## src/rtl/alarm_controller.sv

```systemverilog
// Anti-theft sequencing FSM with a one-second timebase and a down-counting phase timer.
// Optional build macro SIREN_PULSE_EN: siren pulses 1 s on / 1 s off while in ON.
module alarm_controller #(
    parameter int unsigned CLK_HZ = 100
) (
    input  logic       clock,
    input  logic       reset,
    input  logic       ignition,
    input  logic       door_driver,
    input  logic       door_pass,
    input  logic       reprogram,
    input  logic [3:0] value,
    output logic [1:0] interval,
    output logic [1:0] fsm_state,
    output logic       status,
    output logic       siren
);

    // state   | meaning
    // SET     | armed, status blinks, watching doors
    // OFF     | disarmed; re-arms after a driver door cycle and T_ARM_DELAY
    // TRIGGER | door opened while armed, waiting for ignition or entry delay
    // ON      | siren active for T_ALARM_ON after doors close
    typedef enum logic [1:0] {
        ST_SET     = 2'd0,
        ST_OFF     = 2'd1,
        ST_TRIGGER = 2'd2,
        ST_ON      = 2'd3
    } state_t;

    localparam int unsigned PW = (CLK_HZ > 1) ? $clog2(CLK_HZ) : 1;

    state_t        state;
    state_t        state_nxt;
    logic [PW-1:0] presc;
    logic [3:0]    secs;
    logic          timer_active;
    logic          load_pending;
    logic          door_seen;

    logic [1:0]    interval_nxt;
    logic          door_seen_nxt;
    logic          status_nxt;
    logic          siren_nxt;
    logic          start_timer;
    logic          abort_timer;
    logic          hold_reload;
    logic          do_load;
    logic          tick;
    logic          expire;
    logic          any_door;
    logic [3:0]    load_val;

    assign any_door  = door_driver | door_pass;
    assign tick      = (presc == PW'(CLK_HZ - 1));
    assign expire    = timer_active & tick & (secs == 4'd1);
    assign load_val  = (value == 4'd0) ? 4'd1 : value;
    assign do_load   = ~abort_timer & ~start_timer & (load_pending | hold_reload);
    assign fsm_state = state;

    always_ff @(posedge clock or negedge reset) begin
        if (!reset) begin
            state <= ST_SET;
        end else begin
            state <= state_nxt;
        end
    end

    always_comb begin
        state_nxt     = state;
        interval_nxt  = interval;
        door_seen_nxt = door_seen;
        start_timer   = 1'b0;
        abort_timer   = 1'b0;
        hold_reload   = 1'b0;
        if (reprogram) begin
            state_nxt     = ST_SET;
            abort_timer   = 1'b1;
            door_seen_nxt = 1'b0;
        end else begin
            case (state)
                ST_SET: begin
                    if (door_driver) begin
                        state_nxt    = ST_TRIGGER;
                        interval_nxt = 2'b01;
                        start_timer  = 1'b1;
                    end else if (door_pass) begin
                        state_nxt    = ST_TRIGGER;
                        interval_nxt = 2'b10;
                        start_timer  = 1'b1;
                    end
                end
                ST_TRIGGER: begin
                    if (ignition) begin
                        state_nxt   = ST_OFF;
                        abort_timer = 1'b1;
                    end else if (expire) begin
                        state_nxt    = ST_ON;
                        interval_nxt = 2'b11;
                        start_timer  = 1'b1;
                    end
                end
                ST_ON: begin
                    if (ignition) begin
                        state_nxt   = ST_OFF;
                        abort_timer = 1'b1;
                    end else if (any_door) begin
                        hold_reload = 1'b1;
                    end else if (expire) begin
                        state_nxt = ST_SET;
                    end
                end
                ST_OFF: begin
                    if (ignition) begin
                        door_seen_nxt = 1'b0;
                        abort_timer   = 1'b1;
                    end else begin
                        if (door_driver) begin
                            door_seen_nxt = 1'b1;
                        end
                        // an open door cancels a running arm delay; it restarts in full on close
                        if (any_door) begin
                            abort_timer = 1'b1;
                        end else if (expire) begin
                            state_nxt     = ST_SET;
                            door_seen_nxt = 1'b0;
                        end else if (door_seen && !timer_active && !load_pending) begin
                            interval_nxt = 2'b00;
                            start_timer  = 1'b1;
                        end
                    end
                end
                default: begin
                    state_nxt = ST_SET;
                end
            endcase
        end
    end

    // value follows interval combinationally, so the count is captured one edge after interval changes
    always_ff @(posedge clock or negedge reset) begin
        if (!reset) begin
            presc        <= '0;
            secs         <= 4'd0;
            timer_active <= 1'b0;
            load_pending <= 1'b0;
            door_seen    <= 1'b0;
        end else begin
            door_seen <= door_seen_nxt;
            if (do_load || tick) begin
                presc <= '0;
            end else begin
                presc <= presc + PW'(1);
            end
            if (abort_timer) begin
                timer_active <= 1'b0;
                load_pending <= 1'b0;
                secs         <= 4'd0;
            end else if (start_timer) begin
                timer_active <= 1'b0;
                load_pending <= 1'b1;
            end else if (do_load) begin
                secs         <= load_val;
                timer_active <= 1'b1;
                load_pending <= 1'b0;
            end else if (expire) begin
                timer_active <= 1'b0;
                secs         <= 4'd0;
            end else if (timer_active && tick) begin
                secs <= secs - 4'd1;
            end
        end
    end

    always_comb begin
        status_nxt = 1'b0;
        siren_nxt  = 1'b0;
        case (state_nxt)
            ST_SET: begin
                status_nxt = (state == ST_SET && !reprogram) ? (status ^ tick) : 1'b0;
            end
            ST_TRIGGER: begin
                status_nxt = 1'b1;
            end
            ST_ON: begin
                status_nxt = 1'b1;
`ifdef SIREN_PULSE_EN
                siren_nxt  = (state == ST_ON) ? (siren ^ tick) : 1'b1;
`else
                siren_nxt  = 1'b1;
`endif
            end
            default: begin
                status_nxt = 1'b0;
                siren_nxt  = 1'b0;
            end
        endcase
    end

    always_ff @(posedge clock or negedge reset) begin
        if (!reset) begin
            interval <= 2'b00;
            status   <= 1'b0;
            siren    <= 1'b0;
        end else begin
            interval <= interval_nxt;
            status   <= status_nxt;
            siren    <= siren_nxt;
        end
    end

endmodule
```

## config.mk

```make
export PLATFORM = sky130hd
export DESIGN_NAME = alarm_controller
export DESIGN_NICKNAME = d
export VERILOG_FILES = /design/src/rtl/alarm_controller.sv
export SDC_FILE = /design/constraint.sdc
export NUM_CORES = 1
export LEC_CHECK = 0
export CAP_MARGIN = 30
export CORE_AREA = 3 3 55 57
export CTS_BUF_LIST = sky130_fd_sc_hd__clkbuf_8
export DETAILED_ROUTE_END_ITERATION = 10
export DIE_AREA = 0 0 58 60
export HOLD_SLACK_MARGIN = 0.1
export PLACE_DENSITY_LB_ADDON = 0.08
export SLEW_MARGIN = 5
export SYNTH_ARGS = -nofsm -noshare
export SYNTH_HDL_FRONTEND = slang
export SYNTH_SLANG_ARGS = --single-unit
export TNS_END_PERCENT = 10
```

## constraint.sdc

```tcl
create_clock -name clock -period 2.1 [get_ports clock]
set_clock_uncertainty 0.2 [all_clocks]
set_input_delay 0.21 -clock clock [delete_from_list [all_inputs] [get_ports clock]]
set_output_delay 0.21 -clock clock [all_outputs]
set_load 0.02 [all_outputs]
```

; ---- Word level (Yosys, flattened, before mapping)
; Cells that the tools add are included.
[word_totals]
regBits = 20
in_bits = 10
elab_cells = 116
[op_classes]
addsub = 2
n_eq_ne = 15
mux = 60
n_bitwise = 10
n_reduce_logical = 20
[op_table]
columns = cell, count
row1 = 2-to-1 mux 2 bit, 17
row2 = 2-to-1 mux 1 bit, 31
row3 = 2-to-1 mux 4 bit, 6
row4 = "inequality test 2 bit, second input constant", 6
row5 = AND reduction 9 bit, 1
row6 = "equality test 2 bit, second input constant", 4
row7 = case mux 2 bit (4 select lines), 1
row8 = nonzero test 4 bit, 2
row9 = "adder 7 x 1 -> 7 bit, second input constant", 1
row10 = "equality test 7 bit, second input constant", 1
row11 = 2-to-1 mux 7 bit, 1
row12 = case mux 2 bit (3 select lines), 1
row13 = nonzero test 3 bit, 2
row14 = bitwise AND 1 bit, 4
row15 = "equality test 4 x 1 -> 1 bit, second input constant", 1
row16 = logical AND 1 bit, 4
row17 = logical NOT 2 bit, 2
row18 = logical NOT 4 bit, 1
row19 = case mux 1 bit (2 select lines), 2
row20 = OR reduction 2 bit, 2
row21 = "subtractor 4 x 1 -> 4 bit, second input constant", 1
row22 = logical NOT 1 bit, 3
row23 = "inequality test 3 bit, second input constant", 1
row24 = inverter 1 bit, 3
row25 = other kinds (8), 9

; ---- Depth between registers and ports, before layout
; Gate-level depths: netlist of run 1.
[logic_depth]
depth_word = 15
depth_mapped = 8
depth_no_buf = 7

; ---- Worst setup path after synthesis of run 1
; Ideal clock, no wire load.
[synth_timing]
kind = flip-flop to flip-flop
start = reg state[0], in the netlist fsm_state[0]
end = reg secs[3]
setup_ps = 75
arrival_time_ps = 2126
required_time_ps = 1825
setup_slack_ps = -301
stages_incl_launch_ff = 9
period_less_slack_ps = 2401
cell_sequence = dfrtp_1 -> inv_1 -> ha_1 -> buf_6 -> or3_1 -> a221oi_2 -> o21ai_2 -> a211o_1 -> o2bb2ai_2
[synth_between]
elab_chain_cells = 10
[synth_lines]
columns = item, line
row1 = "start, declared", 33  ; state_t state;
row2 = "start signal, assigned", 65  ; state <= state_nxt;
row3 = equality test 2 bit, 81  ; case (state)
row4 = OR reduction 2 bit (no source line), -
row5 = case mux 1 bit (2 select lines), 81
row6 = 2-to-1 mux 1 bit, 76  ; if (reprogram) begin
row7 = inverter 1 bit, 58  ; assign do_load = ~abort_timer & ~start_timer & (load_pending | hold_reload);
row8 = bitwise AND 1 bit (2 in a row), 58
row9 = 2-to-1 mux 4 bit, 162  ; end else if (do_load) begin
row10 = 2-to-1 mux 4 bit, 159  ; end else if (start_timer) begin
row11 = 2-to-1 mux 4 bit, 155  ; if (abort_timer) begin
row12 = "end signal, assigned", 163  ; secs <= load_val;
row13 = "end signal, assigned", 170  ; secs <= secs - 4'd1;
row14 = "end, declared", 36  ; logic [3:0] secs;
; Parallel ways exist; a longest one is shown, timed or not. The select of a mux whose other input is x is not followed.
; A chain may end at the register's enable or synchronous reset.

; ---- Worst setup path in the final report of run 1
[layout_timing]
start = reg state[0], in the netlist fsm_state[0]
end = reg secs[0]
; The elaborated chain is that of the path after synthesis.

==> impl_metrics.env, run 1 <==
export IMPL_syn_avg_cell_area_um2=9.16
export IMPL_post_route_drc_count=0
export IMPL_drt_iter0_markers=68
export IMPL_violations="negative setup slack"
export IMPL_die_h_um=60
export IMPL_setup_worst_path_start_class="flip-flop"
export IMPL_dieArea_um2=3480
export IMPL_synth_net_count=158
export IMPL_cts_buffers=3
export IMPL_tritoncts_num_sinks=20
export IMPL_hold_depth=1
export IMPL_grt_pass1_wl_um=6420
export IMPL_antenna_cells=0
export IMPL_worstReg2RegEnd="secs[0]"
export IMPL_r2r_slack_ns=-0.08
export IMPL_place_ws_ns=-0.152
export IMPL_drive_gt1_share_pct=39.9
export IMPL_rsz0062_at_grt="true"
export IMPL_synth_largest_area_cell="dfrtp_1"
export IMPL_hp_start="interval[0]"
export IMPL_end_kind="flip-flop"
export IMPL_fmax_mhz=460
export IMPL_wl_per_cell_um=16.9
export IMPL_via_count=1314
export IMPL_rows=18
export IMPL_cts_tree="yes"
export IMPL_post_drt_via_cell_ratio=5.76
export IMPL_drv_cap=0
export IMPL_fin_crit_sh_pct=104
export IMPL_dpl_hpwl_um=2620
export IMPL_syn_to_final_growth_pct=54.3
export IMPL_power_density_nw_per_um2=756
export IMPL_io_pins=16
export IMPL_total_leakage_power_nw=0.854
export IMPL_worstHoldEndpoint="interval[0]"
export IMPL_hold_violations=0
export IMPL_setup_violations=11
export IMPL_syn_cell_area_um2=1290
export IMPL_r2r_cells=6
export IMPL_synth_top_cell_area_share_pct=38.8
export IMPL_hold_path_class="flip-flop to flip-flop"
export IMPL_gp_congestion=0.891
export IMPL_setup_tns_ns=-0.508
export IMPL_htreeDepth=1
export IMPL_cts_clk_slew_worst_paths_ns=0.08
export IMPL_whs_ns=0.324
export IMPL_tightest_slew_ns=0.357
export IMPL_start_util_pct=51.2
export IMPL_wl_um=3840
export IMPL_required_ns=2.09
export IMPL_detail_route_antenna_nets=0
export IMPL_port_buffers=15
export IMPL_netlist_top_cells_area="dfrtp_1 39%, ha_1 6.8%, nor2_1 6.7%"
export IMPL_setup_ws_ns=-0.0757
export IMPL_dr_pass1_iters=4
export IMPL_critPathMaxFanout=4
export IMPL_place_area_um2=1760
export IMPL_grt_pass1_vias=1369
export IMPL_overflow=0
export IMPL_outcome="finished with violations"
export IMPL_final_area_um2=1990
export IMPL_critPathArrivalTime_ns=2.16
export IMPL_period_minus_slack_ns=2.18
export IMPL_clockBufferDepth=2
export IMPL_synth_cell_types=44
export IMPL_synth_edf_count=0
export IMPL_grt_start_max_net_pins=21
export IMPL_crit_type="flip-flop to flip-flop"
export IMPL_root_buffer="clkbuf_8"
export IMPL_r2r_start="fsm_state[0]"
export IMPL_grt_usage_pct=24.5
export IMPL_grt_antenna_before_repair=0
export IMPL_yosysWarnings=0
export IMPL_synth_seq_area_share_pct=38.8
export IMPL_slew_violations=0
export IMPL_coreArea_um2=2520
export IMPL_ir_worst_vdd_mv=0.792
export IMPL_layout_nets=216
export IMPL_syn_inst=141
export IMPL_relSlewSlack_pct=76.0
export IMPL_synth_seq_cells=20
export IMPL_synthArstFlopShare_pct=100
export IMPL_die_width_um=58
export IMPL_clk_latency_ns=0.27
export IMPL_ys_flop_type="dfrtp_1"
-- final cells by class --
| class | instances | area, um2 |
|---|---|---|
| clock buffer | 3 | 41.3 |
| multi-input combinational | 106 | 863 |
| sequential | 20 | 503 |
| inverter | 9 | 33.8 |
| timing repair buffer | 59 | 483 |
| clock inverter | 1 | 30.0 |
| tap | 30 | 37.5 |
| fill | 164 | 531 |
-- per-stage QoR --
stage / std cells / util, % / total power, mW
final: 228 / 79.0 / 1.51
after global routing: 228 / 79.0 / 1.60
after CTS: 227 / 76.9 / 1.48
after detailed placement: 220 / 69.9 / 1.06
after global placement: 220 / 69.9 / 1.04
after floorplan: 141 / - / 0.824
-- logic make-up (layout without fill, tap and decap cells) --
kind of cell	Yosys count	after routing	share of synthesized area (%)
mux	2	2	1.74
buf+inv	15	72	5.14
fa+ha+maj	7	7	6.78
simple gates	49	49	19.4
flops	20	20	38.8
compound gates	40	40	22.8
xor+xnor	8	8	5.43
-- per-layer routing --
metal / part of all wire, % / up-vias / track usage [%]
li1: - / 622 / -
met1: 44 / 624 / 31.5
met2: 47 / 56 / 40.6
met3: 6.4 / 12 / 4.75
met4: 2.4 / 0 / 9.60
met5: 0 / - / 0
-- sequential cells by signal (all words and copies together) (netlist names) --
signal / flops
presc: 7
status: 1
timer_active: 1
load_pending: 1
door_seen: 1
siren: 1
interval: 2
fsm_state: 2
secs: 4
-- cell usage in the layout (no fill, tap or decap), types with 3 or more instances in the layout --
cell and n:
a21oi_1 8, buf_4 43, clkbuf_8 3, clkdlybuf4s50_1 15, dfrtp_1 18, ha_1 3
ha_2 3, inv_1 7, nand2_1 5, nand3_1 3, nor2_1 22, nor2b_1 3
nor3_1 3, o21ai_0 6, xnor2_1 3, xor2_1 5
-- repair_timing --
action	4_1_cts	5_1_grt
resized for setup	13	7
cloned	0	0
endpoints found under the setup margin	14	18
hold buffers	1	0
pin swaps	5	2
hold endpoints to repair	13	0
buffers inserted	2	1
-- synthesized netlist by cell type (2+ instances only) --
cell,instances
nor2b_1,4
inv_1,9
xnor2_1,3
nand3_1,3
o21ai_0,7
nor2_1,23
xor2_1,5
a21oi_1,8
ha_1,7
o2bb2ai_1,3
dfrtp_1,20
a22oi_1,3
and4bb_2,2
a31oi_1,2
a211oi_1,2
buf_2,2
o31ai_1,2
nor3_1,3
mux2_2,2
nand2_1,5
clkbuf_1,3
-- critical path, stage by stage, from the launching register on --
cell and delay, ns:
dfrtp_2 0.46, ha_2 0.21, or3_4 0.40, a221oi_4 0.25, o21ai_2 0.12, a211o_4 0.32, o2bb2ai_1 0.13
-- where the power goes --
part	total, mW	leakage, nW	switching (mW)	internal, mW
Sequential	0.534	0.257	0.0593	0.475
Clock	0.393	0.0357	0.139	0.255
Combinational	0.579	0.561	0.275	0.303
-- worst max-delay path by stage --
stage / from / to / slack [ns] / cells after the start
floorplan: fsm_state[0] / secs[0] / -0.14 / 8
global placement: door_driver / secs[0] / -0.09 / 6
detailed placement: door_driver / secs[1] / -0.15 / 6
CTS: fsm_state[0] / secs[0] / -0.08 / 6
global route: fsm_state[0] / secs[0] / -0.16 / 6
finish: fsm_state[0] / secs[0] / -0.08 / 6
Note: power is estimated with default switching activity, not from simulation.
==> run 2: changes to the inputs <==
--- a/config.mk
+++ b/config.mk
@@ -6,10 +6,10 @@
 export NUM_CORES = 1
 export LEC_CHECK = 0
 export CAP_MARGIN = 30
-export CORE_AREA = 3 3 55 57
+export CORE_AREA = 3 3 65 67
 export CTS_BUF_LIST = sky130_fd_sc_hd__clkbuf_8
 export DETAILED_ROUTE_END_ITERATION = 10
-export DIE_AREA = 0 0 58 60
+export DIE_AREA = 0 0 68 70
 export HOLD_SLACK_MARGIN = 0.1
 export PLACE_DENSITY_LB_ADDON = 0.08
 export SLEW_MARGIN = 5
==> run 2 against run 1 <==
  * The flow still finishes with violations (negative setup slack)
  * Combinational power down 8.8%
  * Via count down 8.1%
  * Fmax down 1.2%
  * Die area up 37%
  * Largest power group is now registers
  * Power decreased by 8.5%
  * Sequential cell count did not move
==> impl_metrics.env, run 2 (same netlist as run 1, synthesis figures left out) <==
export IMPL_outcome="finished with violations"
export IMPL_violations="negative setup slack"
export IMPL_ir_worst_vdd_mv=0.537
export IMPL_htreeDepth=1
export IMPL_layout_common_cells="43 x buf_4, 22 x nor2_1, 18 x dfrtp_1"
export IMPL_rows=22
export IMPL_fin_crit_sh_pct=105
export IMPL_layout_commonest_cell="buf_4"
export IMPL_r2r_cells=7
export IMPL_hold_violations=0
export IMPL_grt_pass1_wl_um=6000
export IMPL_crit_type="flip-flop to flip-flop"
export IMPL_dieArea_um2=4760
export IMPL_grt_antenna_before_repair=0
export IMPL_setup_tns_ns=-0.382
export IMPL_drive_gt1_share_pct=38.4
export IMPL_clockBufferDepth=2
export IMPL_r2r_start="fsm_state[0]"
export IMPL_cts_buffers=3
export IMPL_grt_pass1_vias=1251
export IMPL_post_route_drc_count=0
export IMPL_setup_violations=4
export IMPL_layout_nets=216
export IMPL_rsz0062_at_grt="true"
export IMPL_finalNonFillerCells=246
export IMPL_place_ws_ns=-0.157
export IMPL_placed_cells=236
export IMPL_syn_to_final_growth_pct=51.8
export IMPL_largest_register_ffs=7
export IMPL_grt_usage_pct=16.2
export IMPL_fmax_mhz=454
export IMPL_slew_violations=0
export IMPL_relSlewSlack_pct=75.4
export IMPL_hold_path_class="flip-flop to flip-flop"
export IMPL_worstHoldEndpoint="interval[0]"
export IMPL_cts_clk_slew_worst_paths_ns=0.08
export IMPL_top_regs="presc: 7 flops, secs: 4 flops"
export IMPL_r2r_slack_ns=-0.10
export IMPL_tightest_slew_ns=0.366
export IMPL_via_count=1207
export IMPL_die_h_um=70
export IMPL_power_density_nw_per_um2=703
export IMPL_port_buffers=15
export IMPL_setup_ws_ns=-0.102
export IMPL_wl_um=3420
export IMPL_dpl_hpwl_um=2550
export IMPL_period_minus_slack_ns=2.20
export IMPL_tritoncts_num_sinks=20
export IMPL_setup_worst_path_start_class="flip-flop"
export IMPL_cts_tree="yes"
export IMPL_die_width_um=68
export IMPL_clk_latency_ns=0.26
export IMPL_required_ns=2.09
export IMPL_drt_iter0_markers=62
export IMPL_hp_start="interval[0]"
export IMPL_io_pins=16
export IMPL_gp_congestion=0.881
export IMPL_post_drt_via_cell_ratio=4.91
export IMPL_antenna_cells=0
export IMPL_final_util_pct=53.2
export IMPL_detail_route_antenna_nets=0
export IMPL_top_register="presc"
export IMPL_overflow=0
export IMPL_coreArea_um2=3690
export IMPL_hold_depth=1
export IMPL_start_util_pct=35.0
export IMPL_worstReg2RegEnd="secs[3]"
export IMPL_root_buffer="clkbuf_8"
export IMPL_total_leakage_power_nw=0.838
export IMPL_critPathArrivalTime_ns=2.19
export IMPL_dr_pass1_iters=4
export IMPL_grt_start_max_net_pins=21
export IMPL_end_kind="flip-flop"
export IMPL_critPathMaxFanout=5
export IMPL_wl_per_cell_um=13.9
export IMPL_drv_cap=0
==> run 2: cell count changes in the layout (fill, tap and decap cells not counted), sizes merged <==
cell    delta
clkbuf     +1
bufinv     -1
==> run 2: routing by layer <==
metal / global-route usage, % / vias to the layer above / wire, um
met5: 0 / - / 0
met4: 4.64 / 0 / 34
met3: 1.93 / 4 / 52
met2: 24.5 / 11 / 1690
met1: 23.7 / 575 / 1640
li1: - / 617 / -
==> run 2: final cells by class <==
cell class	count	area (um2)
Clock buffer	4	55.1
Fill cell	365	1730
Inverter	9	36.3
Multi-Input combinational cell	106	823
Sequential cell	20	503
Tap cell	48	60.1
Timing Repair Buffer	59	483
==> run 2: repair_timing <==
item                       4_1_cts  5_1_grt
pin swaps                        5        6
buffers inserted                 1        4
resized for setup                7        9
setup endpoints to repair       15       18
hold endpoints to repair        11        0
hold buffers                     1        0
==> run 2: power breakdown <==
part / total (mW) / switching [mW] / leakage, nW / internal (mW)
logic: 0.528 / 0.243 / 0.552 / 0.285
clock network: 0.306 / 0.139 / 0.0288 / 0.167
registers: 0.544 / 0.0686 / 0.257 / 0.475
total: 1.38 / 0.451 / 0.838 / 0.927
==> run 2: how the worst max path moves through the flow <==
stage	from	end	slack (ns)	depth (start not counted)
global route	fsm_state[0]	secs[1]	-0.19	7
floorplan	fsm_state[0]	secs[0]	-0.14	8
finish	fsm_state[0]	secs[3]	-0.10	7
CTS	fsm_state[1]	secs[3]	-0.09	7
global placement	ignition	secs[1]	-0.16	6
detailed placement	door_driver	secs[3]	-0.16	6
==> run 2: metrics by stage <==
step | area [um2] | total power, mW | hold WS (ns)
final | 1960 | 1.38 | 0.313
after global routing | 1960 | 1.49 | 0.340
after CTS | 1880 | 1.36 | 0.319
after detailed placement | 1770 | 1.05 | 0.300
after global placement | 1770 | 1.04 | 0.289
after floorplan | 1320 | 0.824 | -0.286
==> run 2: worst max-delay path, stage by stage (launching register included) <==
cell	delay, ns
dfrtp_2	0.45
inv_2	0.05
ha_2	0.20
or3_4	0.34
a221oi_4	0.25
o21ai_2	0.11
a211o_1	0.36
o2bb2ai_2	0.15
